$ cat src/rtl/dmem_pkg.sv
// Shared constants and FSM encoding for the data-memory arbiter.
package dmem_pkg;

  localparam int AW         = 32;
  localparam int DW         = 32;
  localparam int DMEM_DEPTH = 256;

  typedef enum logic [1:0] {
    ST_IDLE   = 2'd0,
    ST_ACCESS = 2'd1,
    ST_RESP   = 2'd2
  } state_t;

endpackage

$ cat src/rtl/dmem_arbiter_rr_arb2.sv
// Two-input round-robin grant; last_grant advances whenever a grant is taken.
module rr_arb2 (
  input  logic clk,
  input  logic rst,
  input  logic req0,
  input  logic req1,
  input  logic en,
  output logic gnt
);

  logic last_grant;

  always_comb begin
    gnt = 1'b0;
    if (req0 && req1) gnt = ~last_grant;
    else if (req1)    gnt = 1'b1;
  end

  // Reset to 1 so port 0 wins the first tie.
  always_ff @(posedge clk) begin
    if (rst)     last_grant <= 1'b1;
    else if (en) last_grant <= gnt;
  end

endmodule

$ cat src/rtl/dmem_arbiter.sv
// Two-port DMEM arbiter/sequencer: grants one requester, strobes DMEM for one
// cycle, captures read data and returns a one-cycle ack (with err on bad address).
//
// state     | meaning
// ----------+------------------------------------------------------------
// ST_IDLE   | sampling req0/req1; grant and latch address/data on a request
// ST_ACCESS | one strobe cycle, DMEM acts on the mid-cycle negedge
// ST_RESP   | ack (and err if rejected) of the granted port for one cycle
module dmem_arbiter #(
  parameter int AW    = dmem_pkg::AW,
  parameter int DW    = dmem_pkg::DW,
  parameter int DEPTH = dmem_pkg::DMEM_DEPTH
) (
  input  logic          clk,
  input  logic          rst,
  input  logic          req0,
  input  logic          we0,
  input  logic [AW-1:0] addr0,
  input  logic [DW-1:0] wdata0,
  output logic          ack0,
  output logic          err0,
  input  logic          req1,
  input  logic          we1,
  input  logic [AW-1:0] addr1,
  input  logic [DW-1:0] wdata1,
  output logic          ack1,
  output logic          err1,
  output logic [DW-1:0] rdata,
  output logic          busy,
  output logic [AW-1:0] DMEM_address,
  output logic [DW-1:0] DMEM_data_in,
  output logic          DMEM_mem_write,
  output logic          DMEM_mem_read,
  input  logic [DW-1:0] DMEM_data_out
);

  import dmem_pkg::*;

  state_t        state, state_nxt;
  logic          gnt, arb_en, sel_we, in_range, cur_port;
  logic [AW-1:0] sel_addr, depth_lim;
  logic [DW-1:0] sel_wdata;

  assign sel_we    = gnt ? we1    : we0;
  assign sel_addr  = gnt ? addr1  : addr0;
  assign sel_wdata = gnt ? wdata1 : wdata0;
  assign depth_lim = AW'(DEPTH);
  assign in_range  = sel_addr < depth_lim;
  assign arb_en    = (state == ST_IDLE) && (req0 || req1);

  rr_arb2 u_rr_arb2 (
    .clk  (clk),
    .rst  (rst),
    .req0 (req0),
    .req1 (req1),
    .en   (arb_en),
    .gnt  (gnt)
  );

  always_ff @(posedge clk) begin
    if (rst) state <= ST_IDLE;
    else     state <= state_nxt;
  end

  always_comb begin
    state_nxt = state;
    case (state)
      ST_IDLE:   if (arb_en) state_nxt = in_range ? ST_ACCESS : ST_RESP;
      ST_ACCESS: state_nxt = ST_RESP;
      ST_RESP:   state_nxt = ST_IDLE;
      default:   state_nxt = ST_IDLE;
    endcase
  end

  // Outputs are registered so strobes are glitch-free across the DMEM negedge.
  always_ff @(posedge clk) begin
    if (rst) begin
      ack0           <= 1'b0;
      ack1           <= 1'b0;
      err0           <= 1'b0;
      err1           <= 1'b0;
      busy           <= 1'b0;
      cur_port       <= 1'b0;
      rdata          <= '0;
      DMEM_address   <= '0;
      DMEM_data_in   <= '0;
      DMEM_mem_write <= 1'b0;
      DMEM_mem_read  <= 1'b0;
    end else begin
      case (state)
        ST_IDLE: begin
          if (arb_en) begin
            cur_port       <= gnt;
            busy           <= 1'b1;
            DMEM_address   <= sel_addr;
            DMEM_data_in   <= sel_wdata;
            DMEM_mem_write <= in_range & sel_we;
            DMEM_mem_read  <= in_range & ~sel_we;
            // Rejected requests skip ACCESS, so the ack/err must be raised now.
            if (!in_range) begin
              ack0 <= ~gnt;
              ack1 <= gnt;
              err0 <= ~gnt;
              err1 <= gnt;
            end
          end
        end
        ST_ACCESS: begin
          DMEM_mem_write <= 1'b0;
          DMEM_mem_read  <= 1'b0;
          if (DMEM_mem_read) rdata <= DMEM_data_out;
          ack0 <= ~cur_port;
          ack1 <= cur_port;
        end
        ST_RESP: begin
          ack0 <= 1'b0;
          ack1 <= 1'b0;
          err0 <= 1'b0;
          err1 <= 1'b0;
          busy <= 1'b0;
        end
        default: begin
          busy           <= 1'b0;
          DMEM_mem_write <= 1'b0;
          DMEM_mem_read  <= 1'b0;
        end
      endcase
    end
  end

endmodule

$ cat config.mk
export PLATFORM = sky130hd
export DESIGN_NAME = dmem_arbiter
export DESIGN_NICKNAME = d
export VERILOG_FILES = /design/src/rtl/dmem_pkg.sv /design/src/rtl/dmem_arbiter_rr_arb2.sv /design/src/rtl/dmem_arbiter.sv
export SDC_FILE = /design/constraint.sdc
export NUM_CORES = 1
export LEC_CHECK = 0
export CAP_MARGIN = 40
export CORE_ASPECT_RATIO = 1.4
export CORE_MARGIN = 5
export CORE_UTILIZATION = 34
export DETAILED_ROUTE_END_ITERATION = 7
export GPL_ROUTABILITY_DRIVEN = 0
export PLACE_DENSITY_LB_ADDON = 0.3
export SLEW_MARGIN = 30
export SYNTH_ARGS = -nofsm -noshare
export SYNTH_HDL_FRONTEND = slang
export SYNTH_SLANG_ARGS = --single-unit
$ cat constraint.sdc
create_clock -name clk -period 1.5 [get_ports clk]
set_input_delay 0.225 -clock clk [delete_from_list [all_inputs] [get_ports clk]]
set_output_delay 0.225 -clock clk [all_outputs]
set_load 0.005 [all_outputs]
* Word level (Yosys, flattened, before mapping)
Cells that the tools add are included.
Word-level totals: input bits 166, flip-flop bits (word level) 107, logic and storage cells 60
Operators by class: equal/unequal tests 4, order comparisons 1, mux-type cells 22, bitwise operators 8, reduce and logical (&&, ||, !) cells 12
Operators by type and width (count):
- 32-bit 2-to-1 mux | 2
- 32-bit by 9-bit less-than comparator with 1-bit output, second input constant | 1
- 1-bit 2-to-1 mux | 10
- 1-bit case mux with 2 select lines | 5
- 2-bit AND reduction | 4
- 1-bit inverter | 6
- 1-bit case mux with 3 select lines | 2
- 3-bit AND reduction | 2
- 2-bit 2-to-1 mux | 2
- 2-bit != test, second input constant | 2
- 2-bit case mux with 2 select lines | 1
- 3-bit nonzero test | 1
- 1-bit bitwise AND | 2
- 2-bit by 1-bit equality test with 1-bit output, second input constant | 1
- 2-bit equality test, second input constant | 1
- 1-bit logical AND | 2
- 2-bit zero test | 1
- 2-bit nonzero test | 1
- 1-bit logical OR | 1

* Longest topological paths before layout
Gate-level depths: netlist of run 1.
depth in word-level cells 7, depth in mapped cells 8

* Cells and area by module
Synthesis of run 1 repeated with hierarchy kept, for this count alone.
Second synthesis, totals: cells, all modules 515, area total of the unflattened synthesis 4618.2 um^2
By module, submodules not included:
- dmem_arbiter | cells an instance 511, instances 1, area an instance 4575.6 um^2
- rr_arb2 | cells an instance 4, instances 1, area an instance 42.5 um^2

* Worst setup path after synthesis of run 1
OpenSTA, ideal clock, no wires.
path type register -> register, from reg state[0], to reg DMEM_address[0], arrival time 1.487 ns, slack -0.078 ns, data required time 1.409 ns, cell stages (with the launch flop) 9, clock period less this slack 1.578 ns, setup time 0.091 ns, path through dfxtp_1 -> inv_1 -> ha_1 -> inv_1 -> nor2_1 -> buf_2 -> buf_2 -> nor2_1 -> a311oi_1
On the way: cells in the longest elaborated chain, start to end 3
Ends and longest elaborated chain:
- from (decl) | RTL line dmem_arbiter.sv:39 | state_t state, state_nxt;
- from (signal assigned) | RTL line dmem_arbiter.sv:62 | else state <= state_nxt;
- 2-bit zero test * | RTL line dmem_arbiter.sv:49, dmem_arbiter.sv:90
- 1-bit logical AND | RTL line dmem_arbiter.sv:49 | assign arb_en = (state == ST_IDLE) && (req0 || req1);
- 2-bit AND reduction (no line) *
- to (signal assigned) | RTL line dmem_arbiter.sv:95 | DMEM_address <= sel_addr;
- to (decl) | RTL line dmem_arbiter.sv:30 | output logic [AW-1:0] DMEM_address,
Every way passes the cells marked *; elsewhere a longest branch is shown, timed or not. A chain may end at the register's enable or synchronous reset.

* Worst setup path in the final report of run 1
from reg state[1], to reg DMEM_address[22]
The elaborated chain is that of the path after synthesis.

==> qor.csv, run 1 <==
stage,metric,value,unit
logic_synthesis,sequential area share after synthesis,46.3,%
grt,vias in the first global route,5627,
route,vias per inst,5.15,
setup_path,Critical Path End Type,flip-flop,
timing,Slew @ Worst Pin,377,ps
setup_path,peak fanout along the critical path,10,
timing,setup TNS,-510,ps
timing,RSZ-0062 raised after global routing,yes,
finish,final net count,1067,
timing,Slew Limit Fails,0,
placement,Post-Place Setup Slack,-856,ps
finish,Area Overhead vs Synth,92.4,%
setup_path,CP Class,flip-flop to flip-flop,
timing,fin crit share,104,%
floorplanning,Die W,109,um
power,power per cell area,886,mW/mm2
clock_network,clk root buf,clkbuf_16,
floorplanning,Std-Cell Rows,50,
floorplanning,die area,0.0161,mm2
timing,Final WS setup,-59.5,ps
timing,clock skew,12.0,ps
logic_synthesis,Post-Synthesis Net Count,766,
setup_path,CP startpoint kind,flip-flop,
grt,largest net degree at the start of global routing,45,
logic_synthesis,Adder-Cell Fraction of Synth Area,1.08,%
clock_network,clock sinks,107,
grt,Total GRT Usage,22.0,%
logic_synthesis,Cells after Synth,596,
setup_path,crit path DAT,1810,ps
finish,fin util,66.4,%
finish,layout cells sized above 1,21.0,%
timing,fmax,0.641,GHz
timing,Tmin final,1560,ps
logic_synthesis,simple-gate share of the synthesized area,28.2,%
route,number of remaining DRC errors,0,
run_status,status,"finished, violations left",
route,"antenna viol nets, final",0,
timing,Max-slew headroom,74.7,%
clock_network,CTS tree,built,
clock_network,total CTS buffers,9,
min_path,Hold Path Stages,3,
logic_synthesis,post-synthesis mux area share,0,%
clock_network,clock transition at the registers of the reported paths,70,ps
timing,final hold vios,0,
floorplanning,io pins,269,
logic_synthesis,main combinational cell family by area after synthesis,simple AND/OR/NAND/NOR gates,
placement,Detailed Place HPWL,13900,um
logic_synthesis,Synth Area in Compound Gates,19.8,%
route,post-DR wirelength/cell,18.1,um
floorplanning,Die Y,148,um
run_status,violated checks,negative setup slack,
power,maximum VDD drop,759,uV
logic_synthesis,Ys Warns,0,
logic_synthesis,cell area after synthesis,0.00462,mm2
route,Initial DRC Count,228,
route,vias,5588,
logic_synthesis,Mean Syn Cell Area,7.75,um2
logic_synthesis,Cell variety after synth,38,
min_path,worst hold path class,input pin to flip-flop,
route,DRT Pass-1 Iters,4,
setup_path,FF-to-FF path depth,8,
placement,IO Port Bufs,268,
grt,total grt overflow,0,
floorplanning,total core area,0.0134,mm2
route,overall routed net length,19700,um
clock_network,post-cts hold buffer count,0,
clock_network,Longest Clk Path Bufs,2,
power,Leak Pwr,3.47,nW
grt,initial antenna violation count,3,
clock_network,CTS HTree Levels,3,
floorplanning,initial core utilization,34.5,%
clock_network,Clock Latency Late Sink,350,ps
logic_synthesis,xor/xnor share of the synthesized area,0,%
logic_synthesis,#FFs+latches synth,107,
timing,# setup viols final,23,
run,max-cap violations,0,
grt,first-pass GRT wire length,28000,um
setup_path,worst path required time,1750,ps
power,total power,7.88,mW
cell usage after synthesis (all sizes together):
cell     count  area share, %
a2111oi      2           0.65
a21bo        1           0.22
a21boi       1           0.41
a21o         1           0.16
a21oi       37            4.0
a221oi       2           0.38
a311o        1           0.22
a311oi      64             12
a31oi        1           0.14
and2         2           0.27
and3         3           0.43
and4         1           0.19
buf         13            1.4
clkbuf      35            2.8
dfxtp      107             46
ha           4            1.1
inv          3           0.24
nand2      202             16
nand3        3           0.43
nand3b       1           0.16
nand4        4           0.54
nor2        78            6.7
nor2b        2           0.27
nor3         4           0.65
nor4        10            1.4
o211ai       4           0.65
o21a         2           0.32
o21ai        3           0.32
o21ba        1           0.22
or2          1           0.14
or3          1           0.24
or4          2           0.49
final timing paths:
kind / start / endpoint / slack [ps]
max: state[1] / DMEM_address[22] / -60
min: addr1[15] / DMEM_address[15] / 140
max reg2reg: state[1] / DMEM_address[22] / -60
min reg2reg: rdata[3] / rdata[3] / 450
metrics by stage:
step,hold slack [ps],std cells,instance area [um2]
after detailed placement,448,1038,7790
after global placement,443,1038,7790
after CTS,181,1059,8290
after floorplan,361,596,4680
final,144,1086,8890
after global routing,145,1085,8890
sequential cells by signal (all words and copies together) (netlist names):
register / count
DMEM_address: 32
DMEM_data_in: 32
DMEM_mem_read: 1
DMEM_mem_write: 1
ack0: 1
ack1: 1
busy: 1
cur_port: 1
err0: 1
err1: 1
rdata: 32
state: 2
u_rr_arb2.last_grant: 1
critical path, stage by stage (launching register included):
cell and delay [ps]:
dfxtp_2 340, inv_4 80, ha_4 150, inv_4 50, nor2_4 170, buf_12 200, clkbuf_16 170, nor2_1 50
a311oi_2 250
cell type report:
cell class,instances,area (um2)
clock inverters,4,36.3
well taps,182,228
inverters,3,16.3
diodes,4,10.0
clock buffers,10,239
flip-flops and latches,107,2150
repair buffers,338,3540
fillers,1136,4500
multi-input cells,438,2660
cell usage in the layout (no fill, tap or decap), types with 2 or more instances in the layout:
master	n
diode_2	4
nor2_1	58
a311oi_1	42
buf_2	4
buf_12	9
ha_4	2
nor4_4	5
nand2_1	200
a21oi_1	37
dfxtp_1	100
or4_4	2
nor4_2	5
clkbuf_2	13
buf_16	5
clkdlybuf4s50_1	211
inv_4	2
nand3_1	2
dfxtp_2	6
nor2b_1	2
and2_1	2
clkdlybuf4s15_1	12
nand4_1	4
nor2_4	5
dlygate4sd2_1	16
a311oi_2	22
o21a_1	2
and3_1	2
buf_4	38
dlymetal6s2s_1	7
buf_6	12
nor2_2	15
clkbuf_16	19
o21ai_1	3
nor3_2	2
o211ai_1	4
cells by family after synthesis:
kind of cell | Yosys count
and+or+nand+nor | 314
AOI/OAI and AO/OA | 120
DFF | 107
buffers and inverters | 51
adders and majority gates | 4
what timing repair did:
action                     in CTS  in global routing
gates cloned                    3                 11
gates resized for setup       104                118
pin swaps                      26                 65
setup endpoints to repair      76                 77
setup buffers                   5                 12
routing by layer:
layer,global-route usage [%],vias to the layer above,part of all wire (%)
met1,23.0,2578,36
met3,8.30,40,9.9
met4,8.72,0,3.0
met2,39.3,289,51
li1,-,2681,-
met5,0,-,0
power by group:
group	internal (mW)	total, mW	switching, mW	leakage, nW
registers	3.08	3.23	0.145	0.882
logic	1.39	2.40	1.01	2.46
clock network	1.18	2.26	1.08	0.133
No activity file was read; power rests on OpenSTA's default activity.
==> run 2: changes to the inputs <==
CORE_ASPECT_RATIO = 0.8   (was 1.4)
SYNTH_HIERARCHICAL = 1   (was default)
==> run 2 against run 1 <==
Against the previous run:
- the run still ends with negative setup slack left
- non-clock buffer count shrank 17
- utilization shrank 2.2 points
- register-to-register slack is essentially flat
- clock-buffer cell count grew 1
- wire length shrank 15%
- synthesized cell count shrank 14%
- first-iteration DRC count shrank 46%
- sequential share of layout area grew 0.63 points
- sequential cell count is the same
==> qor.csv, run 2 <==
stage,metric,value,unit,change
route,DRT Pass-1 Iters,4,,unchanged
clock_network,clk root buf,clkbuf_16,,
route,overall routed net length,16800,um,-15%
finish,Area Overhead vs Synth,87.1,%,
logic_synthesis,Cells after Synth,515,,-14%
logic_synthesis,commonest cells in the netlist,"dfxtp_1, nor2_1, nand2_1",,
power,maximum VDD drop,605,uV,-20%
finish,fin util,64.2,%,-2.2 points
finish,most frequent cells in the layout,"clkdlybuf4s50_1, dfxtp_1, nor2_1",,
clock_network,CTS tree,built,,
floorplanning,Die W,140,um,+29%
clock_network,Clock Latency Late Sink,340,ps,about the same
clock_network,post-cts hold buffer count,0,,unchanged
clock_network,Longest Clk Path Bufs,2,,unchanged
timing,# setup viols final,3,,-87%
power,Leak Pwr,3.35,nW,-3.5%
run_status,status,"finished, violations left",,
placement,Detailed Place HPWL,12600,um,-9.2%
grt,Total GRT Usage,19.8,%,-2.3 points
logic_synthesis,most frequent cell after synthesis,dfxtp_1,,
finish,layout cells sized above 1,16.3,%,-4.7 points
clock_network,CTS HTree Levels,3,,unchanged
setup_path,Top delay family on crit path,buffers and inverters,,
floorplanning,die area,0.0160,mm2,-0.19%
setup_path,Crit path buffers/inverters,3,,-1
grt,largest net degree at the start of global routing,48,,+6.7%
route,number of remaining DRC errors,0,,unchanged
floorplanning,initial core utilization,34.3,%,-0.20 points
timing,fmax,0.635,GHz,-0.90%
setup_path,CP Class,input pin to flip-flop,,
timing,RSZ-0062 raised after global routing,yes,,
setup_path,worst path required time,1730,ps,-20 ps
logic_synthesis,cell area after synthesis,0.00462,mm2,about the same
timing,Final WS setup,-73.7,ps,-14.1 ps
floorplanning,Die Y,114,um,-23%
placement,Post-Place Setup Slack,-850,ps,+6.73 ps
route,"antenna viol nets, final",0,,unchanged
logic_synthesis,Main synth FF type,dfxtp_1,,
logic_synthesis,Yosys top cell by area,dfxtp_1,,
run,max-cap violations,0,,unchanged
grt,vias in the first global route,4883,,-13%
logic_synthesis,Ys Warns,6,,+6
timing,fin crit share,105,%,+0.94 points
placement,IO Port Bufs,268,,unchanged
power,power per cell area,885,mW/mm2,-0.18%
run_status,violated checks,negative setup slack,,
logic_synthesis,Synth top area share,46.4,%,about the same
grt,initial antenna violation count,1,,-2
setup_path,CP cell instances,dlygate4sd2_1 -> nor4_4 -> buf_4 -> nand4_1 -> buf_6 -> o221ai_4 -> a21oi_4 -> mux2_4,,
setup_path,critical path's slowest cell,nor4_4,,
setup_path,CP max stage delay,320,ps,-20 ps
timing,Max-slew headroom,61.1,%,-14 points
grt,total grt overflow,0,,unchanged
clock_network,clock sinks,107,,unchanged
finish,"most common cell after layout, fill and taps aside",clkdlybuf4s50_1,,
logic_synthesis,Post-synth ARST share,0,%,unchanged
finish,fill count,1066,,-6.2%
logic_synthesis,#FFs+latches synth,107,,unchanged
floorplanning,io pins,269,,unchanged
logic_synthesis,Mean Syn Cell Area,8.97,um2,+16%
logic_synthesis,Post-Synthesis Net Count,685,,-11%
power,total power,7.64,mW,-3.0%
logic_synthesis,largest cells by area after synthesis,"dfxtp_1, mux2i_1, a211oi_1, nor2_1, nand2_1",,
min_path,worst hold path class,input pin to flip-flop,,
floorplanning,total core area,0.0135,mm2,+0.50%
setup_path,peak fanout along the critical path,3,,-7
timing,Slew @ Worst Pin,583,ps,+206 ps
clock_network,clock transition at the registers of the reported paths,70,ps,about the same
finish,final net count,977,,-8.4%
timing,clock skew,6.21,ps,-5.78 ps
timing,Slew Limit Fails,0,,unchanged
route,Initial DRC Count,123,,-46%
route,post-DR wirelength/cell,16.9,um,-6.6%
logic_synthesis,Cell variety after synth,37,,-2.6%
timing,final hold vios,0,,unchanged
route,vias per inst,4.88,,-5.2%
setup_path,crit path DAT,1810,ps,about the same
finish,largest registers,"DMEM_address: 32 flops, DMEM_data_in: 32 flops, rdata: 32 flops",,
timing,setup TNS,-189,ps,+320 ps
logic_synthesis,sequential area share after synthesis,46.4,%,about the same
grt,first-pass GRT wire length,25300,um,-9.9%
logic_synthesis,number of synthesized flops with an enable pin,0,,unchanged
clock_network,total CTS buffers,9,,unchanged
route,vias,4846,,-13%
timing,Tmin final,1570,ps,+14.1 ps
setup_path,Critical Path End Type,flip-flop,,
floorplanning,Std-Cell Rows,38,,-24%
setup_path,CP startpoint kind,input pin,,
run 2: cell types whose count changed in the layout (fill, tap and decap cells not counted), sizes merged, moves of 13 or more:
cell	before	now
a211oi	0	65
a311oi	64	0
buf	68	50
clkbuf	33	18
clkdlybuf4s15	13	0
clkdlybuf4s50	211	225
mux2i	0	66
nand2	202	72
run 2: final timing paths:
path | startpoint | to | slack, ps | depth (start not counted)
max reg2reg | u_rr_arb2/last_grant | err1 | -50 | 6
max | addr0[19] | ack1 | -70 | 8
min reg2reg | rdata[4] | rdata[4] | 450 | 2
min | addr1[29] | DMEM_address[29] | 260 | 3
run 2: tightest hold or removal path, stage by stage:
cell	delay, ps
clkbuf_2	110
mux2i_1	130
a211oi_1	90
run 2: where the power goes:
group	switching, mW	internal (mW)
registers	0.128	3.08
clock network	1.04	1.22
logic	0.877	1.29
total	2.05	5.59
run 2: cell families (layout without fill, tap and decap cells):
family	count (synthesis)	count (layout)	share of synthesized area (%)
AOI/OAI and AO/OA	118	118	17.3
buffers and inverters	47	344	4.52
DFF	107	107	46.4
other	0	1	0
and+or+nand+nor	171	171	16.0
adders and majority gates	4	4	1.08
muxes	68	68	14.8
run 2: metrics by stage:
| step | instances | hold slack [ps] | instance area (um2) |
|---|---|---|---|
| 2_1_floorplan | 515 | 319 | 4640 |
| 3_3_place_gp | 960 | 442 | 7780 |
| 3_5_place_dp | 960 | 446 | 7780 |
| 4_1_cts | 979 | 358 | 8230 |
| 5_1_grt | 993 | 311 | 8640 |
| 6_report | 993 | 263 | 8640 |
run 2: repair_timing:
item,CTS,global route
pin swaps,16,13
gates cloned,2,4
endpoints found under the hold margin,0,0
gates resized for setup,62,63
endpoints found under the setup margin,49,85
buffers inserted,1,9
run 2: layer usage:
layer	part of all wire [%]	vias up	track usage [%]
li1	-	2408	-
met1	39	2214	22.1
met2	49	204	34.2
met3	10	20	8.43
met4	1.6	0	6.26
met5	0	-	0
run 2: layout make-up:
cell class                      instances  area [um2]  area share, %
Inverter                                6        30.0          0.348
Clock buffer                           11         253           2.92
Multi-Input combinational cell        361        2620           30.3
Tap cell                              180         225           2.61
Timing Repair inverter                  1        6.26         0.0724
Timing Repair Buffer                  321        3330           38.5
Sequential cell                       107        2150           24.8
Antenna cell                            1        2.50         0.0290
Clock inverter                          5        36.3          0.420
